File: src/rtl/ififo_ctrl_pkg.sv
// ififo_ctrl_pkg: shared types and helpers for the input-FIFO sequencer.
//   state_e : sequencer states
//   len_w() : width of a vector count able to hold 0..depth (and flag > depth)
package ififo_ctrl_pkg;

  typedef enum logic [2:0] {
    S_IDLE,
    S_LOAD,
    S_LAST_WR,
    S_DRAIN,
    S_FLUSH,
    S_DONE
  } state_e;

  localparam int DEPTH_DEF = 64;
  localparam int LEN_W     = $clog2(DEPTH_DEF) + 1;

  function automatic int len_w(input int depth);
    return $clog2(depth) + 1;
  endfunction

endpackage

File: src/rtl/ififo_ctrl_if.sv
// ififo_ctrl_if: control bundle between the core controller, the sequencer,
// the activation SRAM and the input FIFO.
//   master : core-controller / environment side (drives start, base_addr,
//            len, hold, fifo_full; observes everything else)
//   slave  : the sequencer itself
interface ififo_ctrl_if #(
  parameter int ADDR_W = 11,
  parameter int LEN_W  = 7
);
  logic              start;
  logic [ADDR_W-1:0] base_addr;
  logic [LEN_W-1:0]  len;
  logic              hold;
  logic              fifo_full;
  logic              sram_cen;
  logic              sram_wen;
  logic [ADDR_W-1:0] sram_addr;
  logic              fifo_wr;
  logic              fifo_rd;
  logic              busy;
  logic              done;
  logic              err;

  modport master (
    output start, base_addr, len, hold, fifo_full,
    input  sram_cen, sram_wen, sram_addr, fifo_wr, fifo_rd, busy, done, err
  );

  modport slave (
    input  start, base_addr, len, hold, fifo_full,
    output sram_cen, sram_wen, sram_addr, fifo_wr, fifo_rd, busy, done, err
  );
endinterface

File: src/rtl/ififo_ctrl.sv
// ififo_ctrl: activation input-FIFO sequencer.
// On an accepted start it reads len vectors from the activation SRAM into the
// input FIFO, pulses len FIFO reads toward the array (stallable by hold),
// waits col cycles for the column read stagger to empty, then pulses done.
// Ports:
//   clk, reset : clock, synchronous active-high reset
//   bus        : ififo_ctrl_if.slave (start/base_addr/len/hold/fifo_full in;
//                sram_cen/sram_wen/sram_addr/fifo_wr/fifo_rd/busy/done/err out)
module ififo_ctrl
  import ififo_ctrl_pkg::*;
#(
  parameter int col    = 8,
  parameter int DEPTH  = 64,
  parameter int ADDR_W = 11
) (
  input  logic          clk,
  input  logic          reset,
  ififo_ctrl_if.slave   bus
);

  localparam int LW   = len_w(DEPTH);
  localparam int FC_W = $clog2(col) + 1;

  state_e            state_q, state_d;
  logic [ADDR_W-1:0] base_q, base_d;
  logic [LW-1:0]     len_q, len_d;
  logic [LW-1:0]     ic_q, ic_d;
  logic [LW-1:0]     dc_q, dc_d;
  logic [FC_W-1:0]   fc_q, fc_d;
  logic              fifo_wr_q, fifo_wr_d;
  logic              done_q, done_d;
  logic              err_q, err_d;

  always_ff @(posedge clk) begin
    if (reset) begin
      state_q   <= S_IDLE;
      base_q    <= '0;
      len_q     <= '0;
      ic_q      <= '0;
      dc_q      <= '0;
      fc_q      <= '0;
      fifo_wr_q <= 1'b0;
      done_q    <= 1'b0;
      err_q     <= 1'b0;
    end else begin
      state_q   <= state_d;
      base_q    <= base_d;
      len_q     <= len_d;
      ic_q      <= ic_d;
      dc_q      <= dc_d;
      fc_q      <= fc_d;
      fifo_wr_q <= fifo_wr_d;
      done_q    <= done_d;
      err_q     <= err_d;
    end
  end

  always_comb begin
    state_d = state_q;
    base_d  = base_q;
    len_d   = len_q;
    ic_d    = ic_q;
    dc_d    = dc_q;
    fc_d    = fc_q;
    err_d   = err_q;
    // SRAM Q arrives one cycle after the read issue, so the FIFO write
    // strobe is simply the LOAD state delayed by one cycle.
    fifo_wr_d = (state_q == S_LOAD);

    unique case (state_q)
      S_IDLE: begin
        if (bus.start) begin
          base_d = bus.base_addr;
          len_d  = bus.len;
          err_d  = 1'b0;
          ic_d   = '0;
          dc_d   = '0;
          fc_d   = '0;
          if (bus.len == '0) begin
            state_d = S_DONE;
          end else if (bus.len > LW'(DEPTH)) begin
            state_d = S_DONE;
            err_d   = 1'b1;
          end else begin
            state_d = S_LOAD;
          end
        end
      end
      S_LOAD: begin
        ic_d = ic_q + LW'(1);
        if (ic_q == len_q - LW'(1)) state_d = S_LAST_WR;
      end
      S_LAST_WR: state_d = S_DRAIN;
      S_DRAIN: begin
        if (!bus.hold) begin
          dc_d = dc_q + LW'(1);
          if (dc_q == len_q - LW'(1)) state_d = S_FLUSH;
        end
      end
      S_FLUSH: begin
        fc_d = fc_q + FC_W'(1);
        if (fc_q == FC_W'(col - 1)) begin
          fc_d    = '0;
          state_d = S_DONE;
        end
      end
      S_DONE: state_d = S_IDLE;
      default: state_d = S_IDLE;
    endcase

    // Overflow is recorded but does not stop the write or the sequence.
    if (fifo_wr_q && bus.fifo_full) err_d = 1'b1;
  end

  // done is registered. On the normal path it rises on entry to DONE. On the
  // zero/illegal-len path DONE is entered straight from IDLE with done_q
  // still low, so the pulse lands one cycle later, after busy has dropped.
  assign done_d = ((state_q == S_FLUSH) && (state_d == S_DONE)) ||
                  ((state_q == S_DONE) && !done_q);

  assign bus.sram_cen  = (state_q != S_LOAD);
  assign bus.sram_wen  = 1'b1;
  assign bus.sram_addr = (state_q == S_LOAD) ? base_q + ADDR_W'(ic_q) : '0;
  assign bus.fifo_wr   = fifo_wr_q;
  assign bus.fifo_rd   = (state_q == S_DRAIN) && !bus.hold;
  assign bus.busy      = (state_q != S_IDLE);
  assign bus.done      = done_q;
  assign bus.err       = err_q;

endmodule

File: src/flat_wrapper.sv
// flat-port wrapper written by rule: the top's interface ports become plain ports
module ififo_ctrl_flat import ififo_ctrl_pkg::*;
#(
  parameter int col    = 8,
  parameter int DEPTH  = 64,
  parameter int ADDR_W = 11
)
  (clk, reset, bus_start, bus_base_addr, bus_len, bus_hold, bus_fifo_full, bus_sram_cen, bus_sram_wen, bus_sram_addr, bus_fifo_wr, bus_fifo_rd, bus_busy, bus_done, bus_err);
  ififo_ctrl_if #(.ADDR_W(ADDR_W), .LEN_W((7))) bus_i ();
  input  logic clk;
  input  logic reset;
  input wire logic [$bits(bus_i.start)-1:0] bus_start;
  input wire logic [$bits(bus_i.base_addr)-1:0] bus_base_addr;
  input wire logic [$bits(bus_i.len)-1:0] bus_len;
  input wire logic [$bits(bus_i.hold)-1:0] bus_hold;
  input wire logic [$bits(bus_i.fifo_full)-1:0] bus_fifo_full;
  output wire logic [$bits(bus_i.sram_cen)-1:0] bus_sram_cen;
  output wire logic [$bits(bus_i.sram_wen)-1:0] bus_sram_wen;
  output wire logic [$bits(bus_i.sram_addr)-1:0] bus_sram_addr;
  output wire logic [$bits(bus_i.fifo_wr)-1:0] bus_fifo_wr;
  output wire logic [$bits(bus_i.fifo_rd)-1:0] bus_fifo_rd;
  output wire logic [$bits(bus_i.busy)-1:0] bus_busy;
  output wire logic [$bits(bus_i.done)-1:0] bus_done;
  output wire logic [$bits(bus_i.err)-1:0] bus_err;
  assign bus_i.start = bus_start;
  assign bus_i.base_addr = bus_base_addr;
  assign bus_i.len = bus_len;
  assign bus_i.hold = bus_hold;
  assign bus_i.fifo_full = bus_fifo_full;
  assign bus_sram_cen = bus_i.sram_cen;
  assign bus_sram_wen = bus_i.sram_wen;
  assign bus_sram_addr = bus_i.sram_addr;
  assign bus_fifo_wr = bus_i.fifo_wr;
  assign bus_fifo_rd = bus_i.fifo_rd;
  assign bus_busy = bus_i.busy;
  assign bus_done = bus_i.done;
  assign bus_err = bus_i.err;
  ififo_ctrl #(.col(col), .DEPTH(DEPTH), .ADDR_W(ADDR_W)) u_core (.clk(clk), .reset(reset), .bus(bus_i));
endmodule
File: config.mk
export PLATFORM = sky130hd
export DESIGN_NAME = ififo_ctrl_flat
export DESIGN_NICKNAME = d
export VERILOG_FILES = /design/src/rtl/ififo_ctrl_pkg.sv /design/src/rtl/ififo_ctrl_if.sv /design/src/rtl/ififo_ctrl.sv /design/src/flat_wrapper.sv
export SDC_FILE = /design/constraint.sdc
export NUM_CORES = 1
export LEC_CHECK = 0
export CORE_UTILIZATION = 43
export CTS_BUF_LIST = sky130_fd_sc_hd__clkbuf_4
export DETAILED_ROUTE_END_ITERATION = 10
export GPL_TIMING_DRIVEN = 0
export PLACE_DENSITY = 0.77
export SKIP_LAST_GASP = 1
export SYNTH_ARGS = -nofsm -noshare
export SYNTH_HDL_FRONTEND = slang
export SYNTH_SLANG_ARGS = --single-unit
File: constraint.sdc
create_clock -name clk -period 2.4 [get_ports clk]
set_input_delay 0.36 -clock clk [delete_from_list [all_inputs] [get_ports clk]]
set_output_delay 0.36 -clock clk [all_outputs]
set_load 0.1 [all_outputs]
# Yosys cells after proc, flatten, opt, wreduce, memory -nomap -nowiden
# Index checks and enable logic that the tools add are counted.
[word_totals] reg_bits=42 in_bits=23 wordCells=68
[classes] addsub=5 n_lt_le_gt_ge=1 n_eq_ne=12 muxes=21 reduce_logical=20
[op_table] op="7-bit case mux with 2 select lines" n=2
[op_table] op="3-bit two-way mux" n=7
[op_table] op="3-bit case mux with 5 select lines" n=1
[op_table] op="7-bit by 1-bit adder with 7-bit output (second input constant)" n=2
[op_table] op="7-bit equality test" n=2
[op_table] op="7-bit two-way mux" n=2
[op_table] op="11-bit by 7-bit adder with 11-bit output" n=1
[op_table] op="11-bit two-way mux" n=1
[op_table] op="2-bit nonzero test" n=5
[op_table] op="3-bit equality test (second input constant)" n=3
[op_table] op="4-bit two-way mux" n=2
[op_table] op="4-bit case mux with 2 select lines" n=1
[op_table] op="2-bit AND reduction" n=4
[op_table] op="7-bit > comparator (second input constant)" n=1
[op_table] op="7-bit logical NOT" n=1
[op_table] op="7-bit by 1-bit subtractor with 7-bit output (second input constant)" n=1
[op_table] op="3-bit by 2-bit equality test with 1-bit output (second input constant)" n=2
[op_table] op="1-bit two-way mux" n=5
[op_table] op="4-bit by 1-bit adder with 4-bit output (second input constant)" n=1
[op_table] op="4-bit by 3-bit equality test with 1-bit output (second input constant)" n=1
[op_table] op="1-bit logical AND" n=4
[op_table] op="2-bit inequality test (second input constant)" n=2
[op_table] op="3-bit by 1-bit equality test with 1-bit output (second input constant)" n=1
[op_table] op="3-bit logical NOT" n=1
[op_table] op="5 further kinds" n=6

# Logic depth before layout (Yosys ltp)
# Gate-level depths: netlist of run 1.
[logic_depth] ltp_word=8 ltp_mapped=9 depth_no_buf=8

# Worst setup path after synthesis of run 1
# Ideal clock, no wire load.
[synth_path] kind="register to output" start="register u_core.state_q[0]" end="output port bus_sram_addr[9]" arrival_ns=3.176 required_ns=2.040 path_slack_ns=-1.136 path_stages_with_launch=6 n_path_buf=1 cell_sequence="dfxtp_1 inv_2 nor3_4 inv_2 clkbuf_1 a21oi_1"
[synth_via] elab_chain_len=2
[synth_lines] item="from (decl)" line_no="ififo_ctrl.sv:24" text="state_e state_q, state_d;"
[synth_lines] item="from (signal assigned)" line_no="ififo_ctrl.sv:46" text="state_q <= state_d;"
[synth_lines] item="3-bit by 1-bit equality test with 1-bit output" line_no="ififo_ctrl.sv:123" text="assign bus.sram_addr = (state_q == S_LOAD) ? base_q + ADDR_W'(ic_q) : '0;"
[synth_lines] item="11-bit two-way mux" line_no="ififo_ctrl.sv:123"
[synth_lines] item="to (decl)" line_no="flat_wrapper.sv:19" text="output wire logic [$bits(bus_i.sram_addr)-1:0] bus_sram_addr;"
# No other way between the ends.

# Worst setup path in the final report of run 1
[layout_path] start="register u_core.ic_q[4]" end="output port bus_sram_addr[7]"
[layout_via] elab_chain_len=2
[layout_lines] item="from (decl)" line_no="ififo_ctrl.sv:27" text="logic [LW-1:0] ic_q, ic_d;"
[layout_lines] item="from (signal assigned)" line_no="ififo_ctrl.sv:49" text="ic_q <= ic_d;"
[layout_lines] item="11-bit by 7-bit adder with 11-bit output" line_no="ififo_ctrl.sv:123"
[layout_lines] item="11-bit two-way mux" line_no="ififo_ctrl.sv:123"
# No other way between the ends.

==> results.tsv, run 1 <==
metric	value	unit
status	complete, but fails checks	
violations	setup timing	
first_iter_violations	75	
path_class	reg2out	
drcViolationCount	0	
yosys_warnings	0	
ir_drop	0.000238	V
syn_avg_cell_area	8.05	um2
power.density	490	mW/mm2
cts.sinks	42	
hold_violations	0	
synthesis.instances	303	
fin_crit	2.74	ns
synthFlopType	dfxtp_1	
ioPinCount	41	
yosysSeqAreaShare	34.5	%
cts.clk_slew.worst_paths	0.13	ns
grt_pass1_wl	9400	um
synth_commonest_cells	nand2_1 (52), dfxtp_1 (42), a21oi_1 (38)	
yosysMostFrequentCell	nand2_1	
maxCapViolations	0	
fin_nets	391	
setup_viol	7	
synth.largest_area_cell	dfxtp_1	
syn_area	0.00244	mm2
finalPower	1.61	mW
gp_congestion	0.789	
vias_per_cell	5.24	
cts_tree	yes	
drtPass1Iterations	4	
crit_fanout	5	
worst_slack	-0.341	ns
die_area	0.00598	mm2
h-tree-depth	2	
clockBufferDepth	2	
dieWidth	77.3	um
place.port_buffers	38	
drive_above_1_share	21.3	%
crit_arrival	2.38	ns
die_y	77.3	um
required	2.04	ns
finClkSkew	0.0113	ns
grt_pass1_vias	2069	
antenna_found_initial	0	
end_kind	primary output	
coreArea	0.00547	mm2
rows	27	
n_antenna_cell	0	
synth_area_leaders	dfxtp_1 (34%), xnor2_1 (8.3%), nand2_1 (8.0%)	
grt-ovfl-total	0	
start_util	44.6	%
hp-class	in2reg	
clk_latency	0.35	ns
cts_made_buffers	5	
place_ws	-0.880	ns
root_buffer	clkbuf_4	
maxSlewViolCount	0	
ant_nets	0	
routed_wl	6000	um
dp_hpwl	4190	um
routedWlPerCell	14.0	um
async_flop_share	0	%
r2r_slack	0.21	ns
finalCritPeriodShare	114	%
relSlewSlack	35.7	%
ys_types	47	
start_kind	flip-flop	
gr-usage-all-layers	20.1	%
synth.top_cell.area_share	34.5	%
syn-num-nets	338	
grt_max_degree	14	
syn_to_final_growth	35.0	%
synth_seq_cells	42	
synth-edff-count	0	
dr_total_vias	2246	
max_freq	0.365	GHz
worst_slew_pin_slew	0.961	ns
rsz0062_at_grt	true	
p_leak	1.22	nW
-- where the power goes --
| part | leakage, nW | switching (mW) | internal (mW) | total (mW) |
|---|---|---|---|---|
| combinational | 0.844 | 0.313 | 0.191 | 0.505 |
| clock | 0.0286 | 0.236 | 0.109 | 0.345 |
| sequential | 0.346 | 0.0340 | 0.730 | 0.764 |
| total | 1.22 | 0.583 | 1.03 | 1.61 |
-- cell type report --
cell class / count / area [um2]
Inverter: 7 / 26.3
Tap cell: 72 / 90.1
Buffer: 13 / 65.1
Clock buffer: 5 / 37.5
Fill cell: 487 / 2180
Timing Repair Buffer: 46 / 498
Sequential cell: 42 / 855
Clock inverter: 3 / 16.3
Multi-Input combinational cell: 241 / 1710
-- per-layer routing --
layer	up-vias	part of all wire [%]	GRT usage, %
li1	1134	-	-
met1	1025	44	24.9
met2	72	48	33.8
met3	15	6.0	3.21
met4	0	2.5	9.43
met5	-	0	0
-- kinds of logic after synthesis --
| family | count (synthesis) | share of synthesized area [%] |
|---|---|---|
| AOI/OAI and AO/OA | 59 | 13.6 |
| xor gates and xnor gates | 32 | 13.2 |
| adders and majority gates | 12 | 6.46 |
| buffers and inverters | 20 | 3.59 |
| DFF | 42 | 34.5 |
| muxes | 4 | 1.74 |
| other | 1 | 0.154 |
| and+or+nand+nor | 133 | 26.8 |
-- metrics by stage --
stage | util, % | cells | TNS, ns | hold slack (ns) | area [um2]
6_report | 60.2 | 429 | -1.82 | 0.383 | 3290
5_1_grt | 60.2 | 429 | -2.38 | 0.390 | 3290
4_1_cts | 58.4 | 426 | -1.66 | 0.369 | 3200
3_5_place_dp | 55.2 | 413 | -7.54 | 0.456 | 3020
3_3_place_gp | 55.2 | 413 | -7.17 | 0.451 | 3020
2_1_floorplan | - | 303 | -0.0355 | 0.440 | 2550
-- placed cells by master (no fill, tap or decap), types with 4 or more instances in the layout --
master,netlist,layout
a21oi_1,38,32
dfxtp_2,0,5
xnor2_1,23,20
buf_12,0,7
nor2_4,0,7
nand2b_1,5,4
ha_1,11,9
nand3b_1,4,4
o21ai_0,6,5
inv_1,4,4
nand3_1,12,12
clkdlybuf4s50_1,0,24
xor2_1,6,5
nor2_1,34,27
nand2_1,52,52
clkbuf_1,10,9
buf_4,1,9
dfxtp_1,42,35
clkbuf_4,0,6
and3_1,4,4
-- final timing paths --
path,from,endpoint,cells past startpoint
max,u_core.ic_q[4],bus_sram_addr[7],6
min,reset,u_core.ic_q[2],2
max reg2reg,u_core.len_q[0],u_core.state_q[0],8
min reg2reg,u_core.base_q[6],u_core.base_q[6],2
-- what timing repair did --
item	in CTS	in global routing
hold buffers	0	0
setup buffers	5	4
setup endpoints to repair	14	11
hold endpoints to repair	0	0
gates cloned	0	0
pin swaps	10	14
resized for setup	98	20
-- registers in the layout, summed over array words and instances (netlist names) --
| signal | cells |
|---|---|
| u_core.bus.err | 1 |
| u_core.state_q | 3 |
| u_core.len_q | 7 |
| u_core.bus.done | 1 |
| u_core.bus.fifo_wr | 1 |
| u_core.ic_q | 7 |
| u_core.fc_q | 4 |
| u_core.dc_q | 7 |
| u_core.base_q | 11 |
-- worst max-delay path, stage by stage (launching register included) --
cell and delay [ns]:
dfxtp_1 0.39, ha_1 0.27, nor3_2 0.41, a21boi_2 0.32, o21ai_0 0.19, a21oi_4 0.21
buf_6 0.24
Note: power is estimated with default switching activity, not from simulation.
==> inputs of run 2 (changes only) <==
- CTS_CLUSTER_SIZE: unset -> 30
==> results of run 2 <==
The final DEF is identical to that of run 1; final timing and power are the same.
==> inputs of run 3 (changes only) <==
- CTS_BUF_LIST: sky130_fd_sc_hd__clkbuf_4 -> unset
==> run 3 against run 2 <==
The run still ends with setup timing left. Setup slack improved by 0.098 ns. Total power increased by 7.3%. Clock-buffer cell count increased by 1. Register-to-register slack got worse by 0.02 ns. Global-route usage decreased by 0.55 points. Combinational power decreased by 2%. Cell count decreased by 0.70%. Critical endpoint is now bus_sram_addr[10].
==> results.tsv, run 3 (synthesis gave the netlist of run 1 again) <==
metric	value	unit
crit_fanout	3	
reg2regPathDepth	8	
grt_max_degree	14	
finalCritPeriodShare	110	%
violations	setup timing	
place.port_buffers	38	
p_int	1.15	mW
top_register	u_core.base_q	
die_y	77.3	um
finClkSkew	0.00565	ns
maxSlewViolCount	0	
setup_viol	7	
worst_slew_pin_slew	0.961	ns
crit_arrival	2.28	ns
clk_latency	0.30	ns
seqPwrFrac	44.1	%
start_kind	flip-flop	
hold_violations	0	
pwr-share-clk	27.5	%
regToRegEndpoint	u_core.state_q[0]	
rsz0062_at_grt	true	
critPathTopFamily	adder cells	
dr_total_vias	2190	
power.density	532	mW/mm2
largest_reg_flops	11	
tns	-1.26	ns
grt_pass1_vias	2047	
routed_wl	5680	um
place_area	0.00302	mm2
drtPass1Iterations	4	
combPwrFrac	28.5	%
die_area	0.00598	mm2
max_freq	0.378	GHz
design_area	0.00326	mm2
ir_drop	0.000279	V
fin_crit	2.64	ns
root_buffer	clkbuf_8	
dp_hpwl	4190	um
n_antenna_cell	0	
grt-ovfl-total	0	
h-tree-depth	2	
routedWlPerCell	13.3	um
crit_chain	ha_4, fa_2, a21o_1, a21oi_2, nand2b_4, a211oi_1, xnor2_1, nor2_4, buf_12	
start_util	44.6	%
required	2.04	ns
cts.clk_slew.worst_paths	0.08	ns
r2r_start	u_core.len_q[0]	
dieWidth	77.3	um
cpMaxStageDelayCell	dfxtp_4	
grt_pass1_wl	9140	um
hp-class	reg2reg	
cts_tree	yes	
max_stage_delay	0.36	ns
drcViolationCount	0	
final_common_cell	nand2_1	
maxCapViolations	0	
end_kind	primary output	
holdBufCountCts	0	
cp-startpoint	u_core.ic_q[0]	
relSlewSlack	35.7	%
cts_made_buffers	5	
path_class	reg2out	
cp-endpoint	bus_sram_addr[10]	
ioPinCount	41	
antenna_found_initial	0	
rows	27	
crit_buf_inv	1	
ant_nets	0	
first_iter_violations	108	
fin_nets	388	
cts.sinks	42	
finalPower	1.73	mW
gp_congestion	0.789	
power_switching	587	uW
vias_per_cell	5.14	
p_leak	1.20	nW
gr-usage-all-layers	19.5	%
r2r_slack	0.19	ns
worstSetupPathDepth	9	
worst_slack	-0.243	ns
coreArea	0.00547	mm2
drive_above_1_share	18.1	%
clockBufferDepth	2	
status	complete, but fails checks	
whs	0.463	ns
syn_to_final_growth	33.5	%
power.share.switching	33.9	%
layout_common_cells	nand2_1 (52), dfxtp_1 (39), a21oi_1 (33)	
==> run 3: cell types whose count changed in the layout (fill, tap and decap cells not counted), moves of 2 or more <==
| cell | previous run | this run |
|---|---|---|
| clkbuf_8 | 0 | 6 |
| clkdlybuf4s15_2 | 1 | 3 |
| buf_6 | 3 | 1 |
| buf_2 | 3 | 1 |
| clkbuf_4 | 6 | 2 |
| dfxtp_1 | 35 | 39 |
| buf_4 | 9 | 7 |
| dfxtp_2 | 5 | 1 |
==> run 3: per-layer routing <==
layer  track usage [%]  vias to the layer above  share of wire (%)
met4              10.6                        0                2.3
li1                  -                     1128                  -
met2              31.9                       43                 47
met5                 0                        -                  0
met1              24.2                     1010                 47
met3              3.57                        9                3.3
==> run 3: power by group through the flow <==
stage / logic (mW) / clock network (mW) / registers [mW]
4_1_cts: 0.493 / 0.494 / 0.762
5_1_grt: 0.532 / 0.517 / 0.768
6_report: 0.493 / 0.476 / 0.763
3_3_place_gp: 0.469 / 0 / 0.780
3_5_place_dp: 0.478 / 0 / 0.782
2_1_floorplan: 0.341 / 0 / 0.796
==> run 3: through the flow <==
step                      cells  setup WS (ns)  util [%]
after floorplan             303        -0.0187         -
after global placement      413         -0.830      55.2
final                       426         -0.243      59.5
after global routing        426         -0.347      59.5
after CTS                   424         -0.258      59.0
after detailed placement    413         -0.880      55.2
==> run 3: worst min-delay path by stage <==
stage | start | endpoint | slack, ns | depth (start not counted)
finish | u_core.base_q[6] | u_core.base_q[6] | 0.46 | 2
global route | reset | u_core.ic_q[2] | 0.47 | 2
CTS | reset | u_core.ic_q[2] | 0.45 | 2
detailed placement | u_core.base_q[6] | u_core.base_q[6] | 0.46 | 2
global placement | u_core.base_q[6] | u_core.base_q[6] | 0.45 | 2
floorplan | u_core.base_q[2] | u_core.base_q[2] | 0.44 | 2
==> run 3: cell type report <==
class                           instances  area, um2
Fill cell                             498       2220
Multi-Input combinational cell        241       1660
Sequential cell                        42        850
Timing Repair Buffer                   43        475
Tap cell                               72       90.1
Clock buffer                            6       82.6
Buffer                                 13       65.1
Inverter                                7       26.3
Clock inverter                          2       12.5
==> run 3: worst min-delay path, cell delays in order, from the launching register on <==
cell and delay, ns:
dfxtp_1 0.32, nand2_1 0.05, a21oi_1 0.05
==> run 3: what timing repair did <==
item | in CTS | in global routing
buffers inserted | 3 | 2
pin swaps | 9 | 7
gates resized for setup | 92 | 7
cloned | 0 | 0
setup endpoints to repair | 14 | 9
